File: config.mk
export PLATFORM = sky130hd
export DESIGN_NAME = bus_splitter
export DESIGN_NICKNAME = d
export VERILOG_FILES = /design/src/rtl/bus_splitter.sv
export SDC_FILE = /design/constraint.sdc
export NUM_CORES = 1
export LEC_CHECK = 0
export CELL_PAD_IN_SITES_DETAIL_PLACEMENT = 0
export CELL_PAD_IN_SITES_GLOBAL_PLACEMENT = 1
export CORE_ASPECT_RATIO = 1.2
export CORE_MARGIN = 10
export CORE_UTILIZATION = 30
export CTS_BUF_LIST = sky130_fd_sc_hd__clkbuf_2
export DETAILED_ROUTE_END_ITERATION = 6
export DONT_BUFFER_PORTS = 1
export GPL_TIMING_DRIVEN = 0
export HOLD_SLACK_MARGIN = 0.03
export MAX_ROUTING_LAYER = met4
export PLACE_DENSITY = 0.49
export RECOVER_POWER = 50
export SLEW_MARGIN = 25
export SYNTH_ARGS = -nofsm -noshare
export SYNTH_HDL_FRONTEND = slang
export SYNTH_SLANG_ARGS = --single-unit
export TNS_END_PERCENT = 5
File: constraint.sdc
create_clock -name in_clk -period 2.8 [get_ports in_clk]
set_clock_uncertainty 0.15 [all_clocks]
set_input_delay 0.84 -clock in_clk [delete_from_list [all_inputs] [get_ports in_clk]]
set_output_delay 0.84 -clock in_clk [all_outputs]
set_load 0.1 [all_outputs]
File: src/rtl/bus_splitter.sv
// Word-to-byte re-serialiser: buffers 2-byte video words in a small FIFO and emits one byte per clock.
// Optional BUS_SPLITTER_DROP_CNT_EN adds a saturating 16-bit dropped-word counter (drop_cnt).
module bus_splitter #(
    parameter int BYTE_WIDTH = 8,
    parameter int DEPTH      = 4,
    parameter bit LSB_FIRST  = 1'b1
) (
    input  logic                    in_clk,
    input  logic                    rst_n,
    input  logic                    in_valid,
    input  logic                    in_hsync,
    input  logic                    in_vsync,
    input  logic                    in_den,
    input  logic [2*BYTE_WIDTH-1:0] in_data,
    output logic                    in_ready,
    output logic                    out_valid,
    output logic                    out_hsync,
    output logic                    out_vsync,
    output logic                    out_den,
    output logic [BYTE_WIDTH-1:0]   out_data,
`ifdef BUS_SPLITTER_DROP_CNT_EN
    output logic [15:0]             drop_cnt,
`endif
    output logic                    overflow
);
    localparam int AW = (DEPTH > 1) ? $clog2(DEPTH) : 1;
    localparam int CW = $clog2(DEPTH + 1);

    typedef struct packed {
        logic                    hsync;
        logic                    vsync;
        logic                    den;
        logic [2*BYTE_WIDTH-1:0] data;
    } word_t;

    typedef enum logic [1:0] {IDLE, FIRST, SECOND} state_t;

    word_t          mem [DEPTH];
    word_t          head, hold;
    logic [AW-1:0]  wr_ptr, rd_ptr;
    logic [CW-1:0]  count;
    logic           full, push, pop, drop;
    state_t         state, state_n;

    logic                  nxt_valid, nxt_hsync, nxt_vsync, nxt_den;
    logic [BYTE_WIDTH-1:0] nxt_data;

    // Fullness is judged on the pre-edge count; a same-cycle pop never rescues a write.
    assign full     = (count == CW'(DEPTH));
    assign in_ready = ~full;
    assign push     = in_valid & ~full;
    assign drop     = in_valid & full;
    assign head     = mem[rd_ptr];

    always_ff @(posedge in_clk) begin
        if (push) mem[wr_ptr] <= word_t'{in_hsync, in_vsync, in_den, in_data};
    end

    always_ff @(posedge in_clk or negedge rst_n) begin
        if (!rst_n) begin
            wr_ptr   <= '0;
            rd_ptr   <= '0;
            count    <= '0;
            overflow <= 1'b0;
        end else begin
            if (push) wr_ptr <= wr_ptr + 1'b1;
            if (pop)  rd_ptr <= rd_ptr + 1'b1;
            case ({push, pop})
                2'b10:   count <= count + 1'b1;
                2'b01:   count <= count - 1'b1;
                default: count <= count;
            endcase
            if (drop) overflow <= 1'b1;
        end
    end

`ifdef BUS_SPLITTER_DROP_CNT_EN
    always_ff @(posedge in_clk or negedge rst_n) begin
        if (!rst_n)                          drop_cnt <= '0;
        else if (drop && drop_cnt != 16'hFFFF) drop_cnt <= drop_cnt + 16'd1;
    end
`endif

    always_ff @(posedge in_clk or negedge rst_n) begin
        if (!rst_n) state <= IDLE;
        else        state <= state_n;
    end

    always_comb begin
        state_n   = state;
        pop       = 1'b0;
        nxt_valid = 1'b0;
        nxt_hsync = 1'b0;
        nxt_vsync = 1'b0;
        nxt_den   = 1'b0;
        nxt_data  = '0;
        case (state)
            IDLE, SECOND: begin
                if (count != '0) begin
                    pop       = 1'b1;
                    nxt_valid = 1'b1;
                    nxt_hsync = head.hsync;
                    nxt_vsync = head.vsync;
                    nxt_den   = head.den;
                    nxt_data  = LSB_FIRST ? head.data[BYTE_WIDTH-1:0]
                                          : head.data[2*BYTE_WIDTH-1:BYTE_WIDTH];
                    state_n   = FIRST;
                end else begin
                    state_n   = IDLE;
                end
            end
            FIRST: begin
                nxt_valid = 1'b1;
                nxt_hsync = hold.hsync;
                nxt_vsync = hold.vsync;
                nxt_den   = hold.den;
                nxt_data  = LSB_FIRST ? hold.data[2*BYTE_WIDTH-1:BYTE_WIDTH]
                                      : hold.data[BYTE_WIDTH-1:0];
                state_n   = SECOND;
            end
            default: state_n = IDLE;
        endcase
    end

    always_ff @(posedge in_clk or negedge rst_n) begin
        if (!rst_n) begin
            hold      <= '0;
            out_valid <= 1'b0;
            out_hsync <= 1'b0;
            out_vsync <= 1'b0;
            out_den   <= 1'b0;
            out_data  <= '0;
        end else begin
            if (pop) hold <= head;
            out_valid <= nxt_valid;
            out_hsync <= nxt_hsync;
            out_vsync <= nxt_vsync;
            out_den   <= nxt_den;
            out_data  <= nxt_data;
        end
    end
endmodule

==> reports/qor.csv <==
metric,value,unit
status,"complete, but fails checks",
violations,"capacitance limit, slew limit",
core-area,13300,um^2
fin_crit,2.62,ns
clkTransAtPathRegs,0.27,ns
p_int,3.07,mW
layout_worst_path_cycle_share,0.934,
grtUsageTotal,0.0923,
syn_inst,196,
synth_top_cell_area_share,0.556,
cts.sinks,109,
cp_max_fo,4,
dr.pass1.iters,4,
criticalPathCategory,flip-flop to primary output,
cts_tree,built,
rsz0062_at_grt,false,
rows,46,
grt_max_degree,34,
met2_usage,0.147,
chipWidth,127,um
power_frac_clock,0.117,
syn-num-nets,224,
start_util,0.309,
reg2regPathDepth,11,
cp.arrival,1.63,ns
setup_viol,0,
slew_headroom,-0.0745,
tightest_slew,1.61,ns
startpoint,count[0]$_DFFE_PN0P_,
holdPathStages,0,
seqPwrFrac,0.586,
startpoint_type,flip-flop,
cts_htree_levels,3,
r2r_start,count[0]$_DFFE_PN0P_,
hold_viol_final,0,
drcViolationCount,0,
yosysTopAreaCell,edfxtp_1,
yosysMostFrequentCell,edfxtp_1,
synth_cell_types,25,
io_pins,36,
dieArea,18800,um^2
switchingPower,2.16,mW
synth-edff-count,76,
grt_use_met3,0.0366,
syn2layout_area_growth,7.68,%
avgSynthCellArea,20.9,um^2
grt_pass1_wl,12.3,mm
overflow,0,
numPortBuffers,0,
synth_area_leaders,"edfxtp_1 (56%), dfrtp_1 (20%), mux4_2 (10%), mux2_2 (2.5%), a22o_1 (1.7%)",
slew_viol_final,34,
finalSetupTns,0,ns
postRouteAntennaNets,0,
r2r-end,count[2]$_DFFE_PN0P_,
combPwrFrac,0.297,
clkLatencyLatePin,0.59,ns
dp_slack,0.347,ns
synth_ff_type,edfxtp_1,
synthTopCellsByCount,"edfxtp_1 (76), dfrtp_1 (33), mux4_2 (19), mux2_2 (9)",
worstSetupEndpoint,in_ready,
whs,0.165,ns
die_y,148,um
synth.cell_area,4100,um^2
cp.required,1.81,ns
nets,237,
drive_gt1_frac,0.243,
vias_per_cell,4.54,
hpwlAfterDp,4.85,mm
yosysWarningCount,0,
place_congestion,0.676,
wl_per_cell,20.5,um
synthArstFlopShare,0.303,
wl,7.85,mm
antenna_found_initial,1,
p_sw_frac,0.412,
power.density,1180,nW/um^2
max_freq,382,MHz
cts_root_buf,clkbuf_2,
leakage,1.59,nW
grt_most_used_layer,met2,
yosysSeqAreaShare,0.757,
cap_violations,1,
clock_path_buffers,2,
fin_ws,0.184,ns
endpoint_kind,primary output,
rrSetupSlack,0.34,ns
grt_pass1_vias,2015,
detail_route.iter0.violations,110,
grt_util_met1,0.0985,
hold_path.class,primary input to flip-flop,
via_count,1739,
ys_ff_latch,109,
ir_drop,0.804,mV
cts-buffers-inserted,9,
[timing repair]
item                                    4_1_cts  5_1_grt
buffers inserted                              0        0
endpoints found under the setup margin        1        0
hold buffers                                  2        0
resized for setup                             2        0
endpoints found under the hold margin        33        0
[flip-flops by register name, summed over array words and instances (netlist names)]
name / count
count: 3
hold: 11
mem: 76
out_data: 8
out_den: 1
out_hsync: 1
out_valid: 1
out_vsync: 1
overflow: 1
rd_ptr: 2
state: 2
wr_ptr: 2
[critical path, stage by stage, from the launching register on]
cell and delay, ns:
dfrtp_1 0.49, nor3b_2 0.28, inv_2 0.26
[cell families (layout without fill, tap and decap cells)]
| kind of cell | count (synthesis) | count (layout) | share of synthesized area |
|---|---|---|---|
| AOI/OAI and AO/OA | 15 | 15 | 0.0299 |
| other | 0 | 1 | 0 |
| xor gates and xnor gates | 6 | 6 | 0.0128 |
| muxes | 29 | 29 | 0.131 |
| and+or+nand+nor | 15 | 15 | 0.0265 |
| adders and majority gates | 6 | 6 | 0.0201 |
| buffers and inverters | 16 | 34 | 0.0220 |
| DFF | 109 | 109 | 0.757 |
[power by group through the flow]
stage,Sequential (mW),Clock [mW],Combinational (mW)
4_1_cts,3.08,0.636,1.63
5_1_grt,3.12,0.710,1.74
3_3_place_gp,3.11,0,1.60
3_5_place_dp,3.12,0,1.61
6_report,3.06,0.610,1.55
2_1_floorplan,3.04,0,1.23
[final cells by class]
| class | instances | area (um^2) |
|---|---|---|
| flip-flops and latches | 109 | 3110 |
| multi-input cells | 71 | 911 |
| diodes | 1 | 2.50 |
| fillers | 1269 | 8880 |
| repair buffers | 2 | 20.0 |
| clock buffers | 10 | 50.0 |
| clock inverters | 6 | 28.8 |
| plain buffers | 7 | 50.0 |
| well taps | 168 | 210 |
| inverters | 9 | 38.8 |
[layout by cell type (no fill, tap or decap), types with 3 or more instances in the layout]
| master | synthesis | layout |
|---|---|---|
| mux2_2 | 9 | 9 |
| edfxtp_1 | 76 | 76 |
| clkinv_1 | 0 | 4 |
| mux4_2 | 19 | 19 |
| dfrtp_1 | 33 | 33 |
| inv_1 | 8 | 7 |
| ha_1 | 5 | 5 |
| clkbuf_2 | 0 | 10 |
| clkbuf_1 | 2 | 3 |
| a21o_1 | 7 | 7 |
| and3b_1 | 3 | 3 |
| and2_2 | 0 | 4 |
| xnor2_1 | 4 | 4 |
| buf_6 | 3 | 3 |
| a22o_1 | 8 | 8 |
[metal layers]
metal,up-vias,share of wire
met3,5,0.062
met5,-,0
met4,0,0.015
met1,919,0.41
li1,784,-
met2,31,0.51
[worst min path at each step]
| stage | slack (ns) | from | end |
|---|---|---|---|
| after global placement | 0.31 | hold[18]$_DFFE_PN0P_ | hold[18]$_DFFE_PN0P_ |
| final | 0.16 | in_data[6] | mem[3][6]$_DFFE_PP_ |
| after detailed placement | 0.32 | hold[17]$_DFFE_PN0P_ | out_vsync$_DFF_PN0_ |
| after global routing | 0.09 | in_den | mem[1][16]$_DFFE_PP_ |
| after floorplan | 0.30 | hold[16]$_DFFE_PN0P_ | hold[16]$_DFFE_PN0P_ |
| after CTS | 0.13 | in_data[5] | mem[2][5]$_DFFE_PP_ |
[per-stage QoR]
step | utilization | std cells | cell area [um^2] | total power, mW
after global placement | 0.324 | 364 | 4310 | 4.71
final | 0.332 | 383 | 4420 | 5.23
after detailed placement | 0.325 | 364 | 4320 | 4.73
after global routing | 0.332 | 383 | 4420 | 5.57
after floorplan | - | 196 | 4100 | 4.27
after CTS | 0.333 | 382 | 4430 | 5.34
No activity file was read; power rests on OpenSTA's default activity.
